### src/rtl/layer_sequencer.sv
// layer_sequencer
// Sequences one inference through a two-layer network. It starts each hidden
// neuron, streams the input indices to them, and waits for every hidden
// neuron to report. It then does the same for the output neurons, streaming
// the hidden activation indices, and finally pulses done.
//
// Ports
//   clk, rst             clock; synchronous active-high reset
//   go                   start one inference (only looked at while idle)
//   abort                cancel the current inference, back to idle, no done
//   en                   step enable; low freezes state, counters and addresses
//   ready_ih[N_HID]      per-hidden-neuron result valid (looked at in IH_WAIT)
//   ready_ho[N_OUT]      per-output-neuron result valid (looked at in HO_WAIT)
//   start_ih/start_ho    one-hot single-cycle neuron start strobes
//   addr_in              input index, qualified by in_valid (IH_RUN)
//   addr_ih              hidden neuron being started (IH_START) or hidden
//                        activation index qualified by hid_valid (HO_RUN)
//   addr_ho              output neuron being started (HO_START)
//   busy, done, err      active; one-cycle completion; sticky timeout flag
//   dbg_state            current FSM state encoding
//
// Strobe semantics: start_ih, start_ho, in_valid, hid_valid and done are
// registered. Each one means that exactly one item is being issued this
// cycle. The consumer samples it on the next rising edge and has no way
// to back-pressure it. While en is low, these strobes are held at 0 and
// the sequencer does not advance. Because of that, every item is issued
// exactly once. An item that would have been issued during a stall is
// issued on the first enabled edge after en returns.
// Addresses hold during a stall and read 0 outside the states that own them.

module layer_sequencer #(
    parameter int N_IN  = 784,
    parameter int N_HID = 128,
    parameter int N_OUT = 10,
    parameter int AW    = 17,
    parameter int TMO   = 1024
) (
    input  logic             clk,
    input  logic             rst,
    input  logic             go,
    input  logic             abort,
    input  logic             en,
    input  logic [N_HID-1:0] ready_ih,
    input  logic [N_OUT-1:0] ready_ho,
    output logic [N_HID-1:0] start_ih,
    output logic [N_OUT-1:0] start_ho,
    output logic [AW-1:0]    addr_in,
    output logic [AW-1:0]    addr_ih,
    output logic [AW-1:0]    addr_ho,
    output logic             in_valid,
    output logic             hid_valid,
    output logic             busy,
    output logic             done,
    output logic             err,
    output logic [2:0]       dbg_state
);

    typedef enum logic [2:0] {
        IDLE     = 3'd0,
        IH_START = 3'd1,
        IH_RUN   = 3'd2,
        IH_WAIT  = 3'd3,
        HO_START = 3'd4,
        HO_RUN   = 3'd5,
        HO_WAIT  = 3'd6,
        DONE     = 3'd7
    } state_t;

    localparam logic [AW-1:0]    LAST_IN  = AW'(N_IN - 1);
    localparam logic [AW-1:0]    LAST_HID = AW'(N_HID - 1);
    localparam logic [AW-1:0]    LAST_OUT = AW'(N_OUT - 1);
    localparam logic [AW-1:0]    LAST_TMO = AW'(TMO - 1);
    localparam logic [N_HID-1:0] HID_ONE  = N_HID'(1);
    localparam logic [N_OUT-1:0] OUT_ONE  = N_OUT'(1);

    state_t        state;
    logic [AW-1:0] idx;      // position within the current START/RUN phase
    logic [AW-1:0] wait_cnt; // enabled cycles spent in the current WAIT state
    logic [AW-1:0] idx_nxt;

    assign idx_nxt   = idx + 1'b1;
    assign dbg_state = state;

    always_ff @(posedge clk) begin
        if (rst || abort) begin
            state     <= IDLE;
            idx       <= '0;
            wait_cnt  <= '0;
            start_ih  <= '0;
            start_ho  <= '0;
            addr_in   <= '0;
            addr_ih   <= '0;
            addr_ho   <= '0;
            in_valid  <= 1'b0;
            hid_valid <= 1'b0;
            busy      <= 1'b0;
            done      <= 1'b0;
            err       <= 1'b0;
        end else if (!en) begin
            // Freeze. Only the strobes are dropped, so the item shown
            // before the stall is not issued a second time.
            start_ih  <= '0;
            start_ho  <= '0;
            in_valid  <= 1'b0;
            hid_valid <= 1'b0;
            done      <= 1'b0;
        end else begin
            start_ih  <= '0;
            start_ho  <= '0;
            in_valid  <= 1'b0;
            hid_valid <= 1'b0;
            done      <= 1'b0;
            case (state)
                IDLE: begin
                    if (go) begin
                        state    <= IH_START;
                        idx      <= '0;
                        wait_cnt <= '0;
                        err      <= 1'b0;
                        busy     <= 1'b1;
                        start_ih <= HID_ONE;
                        addr_ih  <= '0;
                    end
                end
                IH_START: begin
                    if (idx == LAST_HID) begin
                        state    <= IH_RUN;
                        idx      <= '0;
                        addr_ih  <= '0;
                        addr_in  <= '0;
                        in_valid <= 1'b1;
                    end else begin
                        idx      <= idx_nxt;
                        addr_ih  <= idx_nxt;
                        start_ih <= HID_ONE << idx_nxt;
                    end
                end
                IH_RUN: begin
                    if (idx == LAST_IN) begin
                        state    <= IH_WAIT;
                        idx      <= '0;
                        wait_cnt <= '0;
                        addr_in  <= '0;
                    end else begin
                        idx      <= idx_nxt;
                        addr_in  <= idx_nxt;
                        in_valid <= 1'b1;
                    end
                end
                IH_WAIT: begin
                    // Ready is checked before the timeout, so a ready that
                    // arrives on the last allowed cycle wins.
                    if (&ready_ih) begin
                        state    <= HO_START;
                        idx      <= '0;
                        start_ho <= OUT_ONE;
                        addr_ho  <= '0;
                    end else if (wait_cnt == LAST_TMO) begin
                        state <= DONE;
                        err   <= 1'b1;
                        done  <= 1'b1;
                    end else begin
                        wait_cnt <= wait_cnt + 1'b1;
                    end
                end
                HO_START: begin
                    if (idx == LAST_OUT) begin
                        state     <= HO_RUN;
                        idx       <= '0;
                        addr_ho   <= '0;
                        addr_ih   <= '0;
                        hid_valid <= 1'b1;
                    end else begin
                        idx      <= idx_nxt;
                        addr_ho  <= idx_nxt;
                        start_ho <= OUT_ONE << idx_nxt;
                    end
                end
                HO_RUN: begin
                    if (idx == LAST_HID) begin
                        state    <= HO_WAIT;
                        idx      <= '0;
                        wait_cnt <= '0;
                        addr_ih  <= '0;
                    end else begin
                        idx       <= idx_nxt;
                        addr_ih   <= idx_nxt;
                        hid_valid <= 1'b1;
                    end
                end
                HO_WAIT: begin
                    if (&ready_ho) begin
                        state <= DONE;
                        done  <= 1'b1;
                    end else if (wait_cnt == LAST_TMO) begin
                        state <= DONE;
                        err   <= 1'b1;
                        done  <= 1'b1;
                    end else begin
                        wait_cnt <= wait_cnt + 1'b1;
                    end
                end
                DONE: begin
                    state <= IDLE;
                    busy  <= 1'b0;
                end
                default: begin
                    state <= IDLE;
                    busy  <= 1'b0;
                end
            endcase
        end
    end

endmodule

### config.mk
export PLATFORM = sky130hd
export DESIGN_NAME = layer_sequencer
export DESIGN_NICKNAME = d
export VERILOG_FILES = /design/src/rtl/layer_sequencer.sv
export SDC_FILE = /design/constraint.sdc
export NUM_CORES = 1
export LEC_CHECK = 0
export BUFFER_PORTS_ARGS = -buffer_cell sky130_fd_sc_hd__buf_2
export CAP_MARGIN = 5
export CORE_MARGIN = 10
export CORE_UTILIZATION = 45
export CTS_CLUSTER_DIAMETER = 40
export DETAILED_ROUTE_END_ITERATION = 12
export GPL_TIMING_DRIVEN = 0
export HOLD_SLACK_MARGIN = 0.02
export PLACE_DENSITY = 0.74
export SLEW_MARGIN = 20
export SYNTH_ARGS = -nofsm -noshare
export SYNTH_HDL_FRONTEND = slang
export SYNTH_SLANG_ARGS = --single-unit
### constraint.sdc
create_clock -name clk -period 3.16 [get_ports clk]
set_input_delay 0.158 -clock clk [delete_from_list [all_inputs] [get_ports clk]]
set_output_delay 0.158 -clock clk [all_outputs]
set_load 0.01 [all_outputs]
==> results of run 1 <==
[layer usage]
layer	vias to the layer above	track usage [%]	wire length, um
li1	4298	-	-
met4	0	7.053	699
met5	-	0	0
met1	4176	27.50	12570
met3	49	6.170	3248
met2	456	39.82	15520
[cells in the mapped netlist, drive strengths merged, types with 2 or more instances]
library cell	n	area (um^2)
a211oi	2	20.02
a21boi	2	15.02
a21oi	55	275.3
a311oi	5	43.79
a31oi	5	37.53
a32o	12	120.1
and2	8	50.05
and3	4	25.02
and4	10	90.09
buf	32	170.2
clkbuf	31	116.4
dfxtp	231	4624
ha	3	37.54
inv	7	26.27
mux2i	15	150.1
nand2	120	450.4
nand2b	6	37.54
nand3	56	285.3
nand4	54	365.3
nor2	130	495.5
nor2b	5	31.28
nor3	59	315.3
nor4	19	140.1
nor4b	6	65.06
o2111ai	6	52.55
o211ai	12	90.09
o21a	2	15.01
o21ai	13	65.06
o31a	3	26.28
o31ai	16	147.6
o41ai	2	25.03
or2	3	18.77
or3	9	56.30
or4	14	105.1
xnor2	10	87.58
xor2	8	70.07
[area by class of cell]
class / instances / area (um^2)
Fill cell: 1721 / 7328
Sequential cell: 231 / 4624
Multi-Input combinational cell: 684 / 3948
Timing Repair Buffer: 342 / 1724
Clock buffer: 37 / 838.3
Tap cell: 265 / 331.6
Clock inverter: 21 / 289.0
Buffer: 63 / 286.5
Inverter: 7 / 26.28
Antenna cell: 1 / 2.502
[what timing repair did]
item                                   in CTS  in global routing
endpoints found under the hold margin       2                  0
buffers inserted                            0                  3
resized for setup                           0                  2
setup endpoints to repair                   0                104
hold buffers                                1                  0
[metrics by stage]
stage / hold slack, ns / power (mW) / utilization (%) / cell area, um^2 / cells
6_report: 0.03960 / 6.796 / 62.22 / 12070 / 1651
2_1_floorplan: 0.2904 / 3.055 / - / 8855 / 985
5_1_grt: 0.03918 / 6.987 / 62.22 / 12070 / 1651
4_1_cts: 0.03795 / 6.828 / 61.94 / 12020 / 1647
3_3_place_gp: 0.4378 / 3.174 / 56.08 / 10880 / 1588
3_5_place_dp: 0.4402 / 3.177 / 56.08 / 10880 / 1588
[sequential cells by signal, summed over array words and instances (netlist names)]
register and flops:
err 1, idx 17, addr_ho 17, in_valid 1, start_ih 128, addr_in 17
hid_valid 1, wait_cnt 17, addr_ih 17, start_ho 10, busy 1, dbg_state 3
done 1
[critical path, stage by stage, from the launching register on]
cell      delay, ns
dfxtp_1        0.49
ha_2           0.32
nand4_2        0.21
nor4_1         0.41
xor2_1         0.27
a221oi_4       0.40
nand4_1        0.34
buf_2          0.32
nor2_1         0.16
[power by group through the flow]
stage	clock, mW	combinational, mW	sequential (mW)
after floorplan	0	0.0739	2.98
after global placement	0	0.193	2.98
after detailed placement	0	0.196	2.98
after CTS	3.71	0.199	2.92
after global routing	3.85	0.218	2.91
final	3.68	0.200	2.92
[logic make-up after synthesis]
kind of cell               after synthesis  share of synthesized area, %
adders and majority gates                3                        0.4240
buffers and inverters                   70                         3.533
AOI/OAI and AO/OA                      142                         11.46
DFF                                    231                         52.23
xor gates and xnor gates                18                         1.780
muxes                                   15                         1.696
and+or+nand+nor                        506                         28.88
[final timing paths]
check        slack [ns]           end       start
min reg2reg        0.45    addr_ih[7]  addr_ih[7]
max                0.17  start_ih[69]      idx[0]
max reg2reg        0.17  start_ih[69]      idx[0]
min                0.04    addr_ho[8]         rst
==> Implementation_results.wiki, run 1 <==
{| class="wikitable"
! Metric !! Value
|-
| Area added between synthesis and finish || 36.31%
|-
| Share of async-settable or async-resettable flops after synthesis || 0%
|-
| Global-route wire length before repair || 49,090 um
|-
| Maximum clock frequency || 334.1 MHz
|-
| Number of top-level pins || 340
|-
| Combined global-route utilization of all metal layers || between 20 and 25%
|-
| Total die area || around 26,000 um^2
|-
| Most frequent standard cell in the layout excluding fill and tap cells || buf_2
|-
| Clock Tree Buf Depth || 3
|-
| Via/cell ratio || 5.439
|-
| Max-slew headroom || 25.87%
|-
| Hold Fails Final Rpt || 0
|-
| Leakage power summed over all cells || between 4 and 5 nW
|-
| Kind of end point of the critical path || flip-flop
|-
| Area of the placeable core || ~19,000 um^2
|-
| Number of distinct standard cells referenced by the synthesized netlist || 65
|-
| Least setup slack across all paths after layout || between 0.15 and 0.2 ns
|-
| Remaining global-route overflow || 0
|-
| Ys flop type || dfxtp_1
|-
| Insertion delay of the later-clocked pin in the worst-skew pair || between 0.5 and 0.6 ns
|-
| Final setup TNS || 0 ns
|-
| FF-to-FF path depth || 8
|-
| Time the worst path needs with I/O delays and setup || roughly 3 ns
|-
| Number of instances in the synthesized netlist || around 990
|-
| Mean area per synthesized cell || 8.990 um^2
|-
| Count of vias placed by the detailed router || 8,979
|-
| Kind of launch point of the worst setup path || flip-flop
|-
| Worst endpoint required time || roughly 3.6 ns
|-
| Number of iterations in the first detailed-routing pass || 7
|-
| Total DRC errors in the routed layout || 0
|-
| Routed wire per std cell || approximately 19 um
|-
| Die extent in x || between 150 and 200 um
|-
| Count of warnings emitted by yosys || 0
|-
| Synth Net Count || approximately 1,100
|-
| DP Worst Slack || ~0.046 ns
|-
| Arrival time at the worst endpoint || 3.46 ns
|-
| Pin slew with the least headroom to its limit || 1.104 ns
|-
| Hold Crit Depth || 4
|-
| Classification of the worst-slack hold path || primary input to flip-flop
|-
| Master cell of the clock root buffer || clkbuf_16
|-
| Share of final-layout standard cells stronger than drive strength 1 || about a third
|-
| Number of failing setup endpoints in the final timing report || 0
|-
| CTS clock-pin slew for the worst setup and hold paths || around 0.06 ns
|-
| Initial antenna violation count || 1
|-
| Sw frac || around 23%
|-
| Highest-count cells in the layout ignoring fill and taps || 363 x buf_2, 231 x dfxtp_1, 129 x nor2_1, 120 x nand2_1
|-
| Run status || completed
|-
| Max Transition Viols Final || 0
|-
| Final HPWL DP || ~24,000 um
|-
| Number of buffers inserted during clock tree synthesis || 31
|-
| Clk network pwr share || a little over half
|-
| Net count reported at finish || roughly 1,500
|-
| Max-capacitance violation count || 0
|-
| Number of sinks handled by clock tree synthesis || about 230
|-
| Fin Clk Skew || around 0.014 ns
|-
| Routed WL || ~32,000 um
|-
| Final GP Congestion || 0.9569
|-
| Portion of the clock cycle consumed by the worst path in the final layout || between 90% and 100%
|-
| Post-Syn Area || between 8000 and 9000 um^2
|-
| Highest net fanout along the worst path || 10
|-
| Quantity of I/O buffers inserted on ports || 338
|-
| Number of enable flip-flop cells after synthesis || 0
|-
| Row Count || roughly 50
|-
| Vertical die dimension || 160.3 um
|-
| Htree depth || 1
|-
| Worst ir drop on vdd || slightly below 0.4 mV
|-
| Setup repair after global routing missed its margin || no
|-
| Sequential cell fraction of total power || a little over two fifths
|-
| CTS tree || done
|-
| Internal power of the cells || 5.223 mW
|-
| Yosys reg bits || around 230
|-
| DRC violation total after the first TritonRoute iteration || a little under 600
|-
| Critical path class || flip-flop to flip-flop
|-
| Number of global-route vias before repair || around 9,000
|-
| Starting density of the core || between 40% and 50%
|-
| Seq/Total Area, Yosys || a little over half
|-
| Comb pwr share || under 10%
|-
| Power density normalized to cell area || approximately 560 nW/um^2
|-
| Post-route ant nets || 0
|-
| Switching component of the power || 1.572 mW
|-
| Pin count of the biggest net entering global routing || 17
|}
Note: power is estimated with default switching activity, not from simulation.
==> run 2, diff against run 1 <==
Settings changed: ABC_CLOCK_PERIOD_IN_PS set to 3160, CELL_PAD_IN_SITES_DETAIL_PLACEMENT set to 0, CELL_PAD_IN_SITES_GLOBAL_PLACEMENT set to 1, CORE_UTILIZATION 45 to 35, PLACE_DENSITY 0.74 to not set, PLACE_DENSITY_LB_ADDON set to 0.1, RECOVER_POWER set to 100.
==> Implementation_results.wiki, run 2 (same netlist as run 1, synthesis figures left out) <==
{| class="wikitable"
! Metric !! Value
|-
| Portion of the clock cycle consumed by the worst path in the final layout || 94.69% (about the same)
|-
| Time the worst path needs with I/O delays and setup || 2.992 ns (-0.001041 ns)
|-
| Hold path endpoint || addr_ho[8]
|-
| Most frequent standard cell in the layout excluding fill and tap cells || clkbuf_1
|-
| Vertical die dimension || 179.1 um (+12%)
|-
| CP Launch Point || idx[0]
|-
| Max-slew headroom || 28.07% (+2.2 points)
|-
| Post-route ant nets || 0 (unchanged)
|-
| Kind of end point of the critical path || flip-flop
|-
| Number of top-level pins || 340 (unchanged)
|-
| Worst ir drop on vdd || 0.3708 mV (-3.5%)
|-
| Least setup slack across all paths after layout || 0.1676 ns (+0.001041 ns)
|-
| Pin slew with the least headroom to its limit || 1.071 ns (-0.03282 ns)
|-
| Number of global-route vias before repair || 9,003 (+0.44%)
|-
| CTS clock-pin slew for the worst setup and hold paths || 0.06 ns (about the same)
|-
| Total die area || 32,060 um^2 (+25%)
|-
| Hold Crit Depth || 4 (unchanged)
|-
| Number of inserted filler cells in the final layout || 2,627 (+53%)
|-
| DP Worst Slack || -0.06085 ns (-0.1072 ns)
|-
| Fin Clk Skew || 0.008468 ns (-0.006007 ns)
|-
| Htree depth || 2 (+1)
|-
| Global-route wire length before repair || 50,910 um (+3.7%)
|-
| Startpoint of the most critical hold path || rst
|-
| Highest net fanout along the worst path || 10 (unchanged)
|-
| Master cell of the clock root buffer || clkbuf_16
|-
| Area taken by multi-input logic gates || 3936 um^2 (-0.29%)
|-
| Maximum clock frequency || 334.2 MHz (about the same)
|-
| Worst endpoint required time || 3.55 ns (-0.08 ns)
|-
| Die extent in x || 179.1 um (+12%)
|-
| CTS tree || done
|-
| Switching component of the power || 1.581 mW (+0.56%)
|-
| Leakage power summed over all cells || 4.183 nW (-16%)
|-
| Net count reported at finish || 1,514 (+0.53%)
|-
| Clk network pwr share || 56.1% (+2.0 points)
|-
| Total DRC errors in the routed layout || 0 (unchanged)
|-
| Insertion delay of the later-clocked pin in the worst-skew pair || 0.51 ns (-0.05 ns)
|-
| Clock Tree Buf Depth || 3 (unchanged)
|-
| DRC violation total after the first TritonRoute iteration || 634 (+8.0%)
|-
| Sw frac || 22.25% (-0.89 points)
|-
| Comb pwr share || 2.8% (about the same)
|-
| Critical path class || flip-flop to flip-flop
|-
| Register-to-Register Setup Slack || 0.17 ns (about the same)
|-
| Largest register by flop count || start_ih
|-
| Power density normalized to cell area || 591.4 nW/um^2 (+5.0%)
|-
| Final HPWL DP || 25,590 um (+5.0%)
|-
| Max Transition Viols Final || 0 (unchanged)
|-
| Remaining global-route overflow || 0 (unchanged)
|-
| Number of iterations in the first detailed-routing pass || 5 (-2)
|-
| Routed WL || 33,590 um (+4.9%)
|-
| Sequential cell fraction of total power || 41.1% (-1.8 points)
|-
| Via/cell ratio || 5.085 (-6.5%)
|-
| RR Endpoint || start_ih[61]
|-
| Placed instance area || 10,970 um^2 (+0.89%)
|-
| Final setup TNS || 0 ns (unchanged)
|-
| Hold Fails Final Rpt || 0 (unchanged)
|-
| Count of vias placed by the detailed router || 8,766 (-2.4%)
|-
| Number of sinks handled by clock tree synthesis || 231 (unchanged)
|-
| Area added between synthesis and finish || 35.71%
|-
| Setup repair after global routing missed its margin || yes
|-
| Run status || completed
|-
| Quantity of I/O buffers inserted on ports || 338 (unchanged)
|-
| Internal power of the cells || 5.526 mW (+5.8%)
|-
| Highest-count cells in the layout ignoring fill and taps || 233 x clkbuf_1, 231 x dfxtp_1, 157 x buf_2, 129 x nor2_1, 120 x nand2_1
|-
| Initial antenna violation count || 1 (unchanged)
|-
| Share of final-layout standard cells stronger than drive strength 1 || 18.66% (-14 points)
|-
| Routed wire per std cell || 19.49 um (+0.43%)
|-
| Sequential cell area || 4624 um^2 (unchanged)
|-
| Number of buffers inserted during clock tree synthesis || 36 (+16%)
|-
| Kind of launch point of the worst setup path || flip-flop
|-
| Startpoint of the lowest-slack register-to-register path || idx[0]
|-
| Final non-filler cell area || 12,020 um^2 (-0.45%)
|-
| Combined global-route utilization of all metal layers || 20.01% (-3.1 points)
|-
| Starting density of the core || 35.37% (-10 points)
|-
| Row Count || 58 (+14%)
|-
| Arrival time at the worst endpoint || 3.39 ns (-0.07 ns)
|-
| FF-to-FF path depth || 10 (+2)
|-
| Max-capacitance violation count || 0 (unchanged)
|-
| Classification of the worst-slack hold path || primary input to flip-flop
|-
| Number of failing setup endpoints in the final timing report || 0 (unchanged)
|-
| Area of the placeable core || 25,040 um^2 (+29%)
|-
| Pin count of the biggest net entering global routing || 14 (-3)
|-
| Final GP Congestion || 0.8535 (-11%)
|-
| Number of flip-flops under the largest register name || 128 (unchanged)
|-
| Hold Slack || 0.1172 ns (+0.07764 ns)
|}
[run 2: critical path, stage by stage, from the launching register on]
cell and delay [ns]:
dfxtp_1 0.49, ha_1 0.38, nand4_2 0.23, nor4_1 0.40, xor2_1 0.56, a221oi_4 0.07
buf_12 0.18, nand4_1 0.07, buf_4 0.15, buf_2 0.25, nor2_1 0.08
[run 2: layout make-up]
class / instances / share of cell area, %
buffer: 63 / 2.332
clock inverter: 24 / 2.364
clock buffer: 39 / 7.841
inverter: 7 / 0.2187
timing repair buffer: 345 / 12.55
multi-input combinational: 684 / 32.76
antenna: 1 / 0.02082
tap: 330 / 3.436
sequential: 231 / 38.48
[run 2: power groups by stage]
stage | Sequential [mW] | Clock (mW) | Combinational (mW)
finish | 2.92 | 3.99 | 0.200
global route | 2.92 | 4.18 | 0.221
CTS | 2.92 | 4.05 | 0.201
detailed placement | 2.98 | 0 | 0.200
global placement | 2.98 | 0 | 0.197
floorplan | 2.98 | 0 | 0.0739
[run 2: what timing repair did]
action | CTS | global route
pin swaps | 2 | 2
endpoints found under the hold margin | 2 | 0
setup endpoints to repair | 31 | 111
hold buffers | 1 | 0
setup buffers | 4 | 2
resized for setup | 0 | 1
[run 2: stage by stage]
step | util (%) | total power, mW | instances
after floorplan | - | 3.055 | 985
after global placement | 43.77 | 3.178 | 1653
after detailed placement | 43.83 | 3.180 | 1653
after CTS | 48.89 | 7.165 | 1721
after global routing | 48.00 | 7.320 | 1724
final | 48.00 | 7.107 | 1724
[run 2: worst max-delay path by stage]
| stage | endpoint | cells after the start |
|---|---|---|
| 2_1_floorplan | start_ih[105] | 8 |
| 3_5_place_dp | start_ih[86] | 8 |
| 5_1_grt | start_ih[86] | 10 |
| 4_1_cts | start_ih[118] | 8 |
| 3_3_place_gp | start_ih[112] | 8 |
| 6_report | start_ih[61] | 10 |
[run 2: metal layers]
metal	vias to the layer above	share of wire (%)	global-route usage, %	routed length, um
li1	4325	-	-	-
met1	4034	44	25.87	14940
met2	352	45	31.48	14960
met3	55	9.0	5.981	3031
met4	0	2.0	6.063	656
met5	-	0	0	0
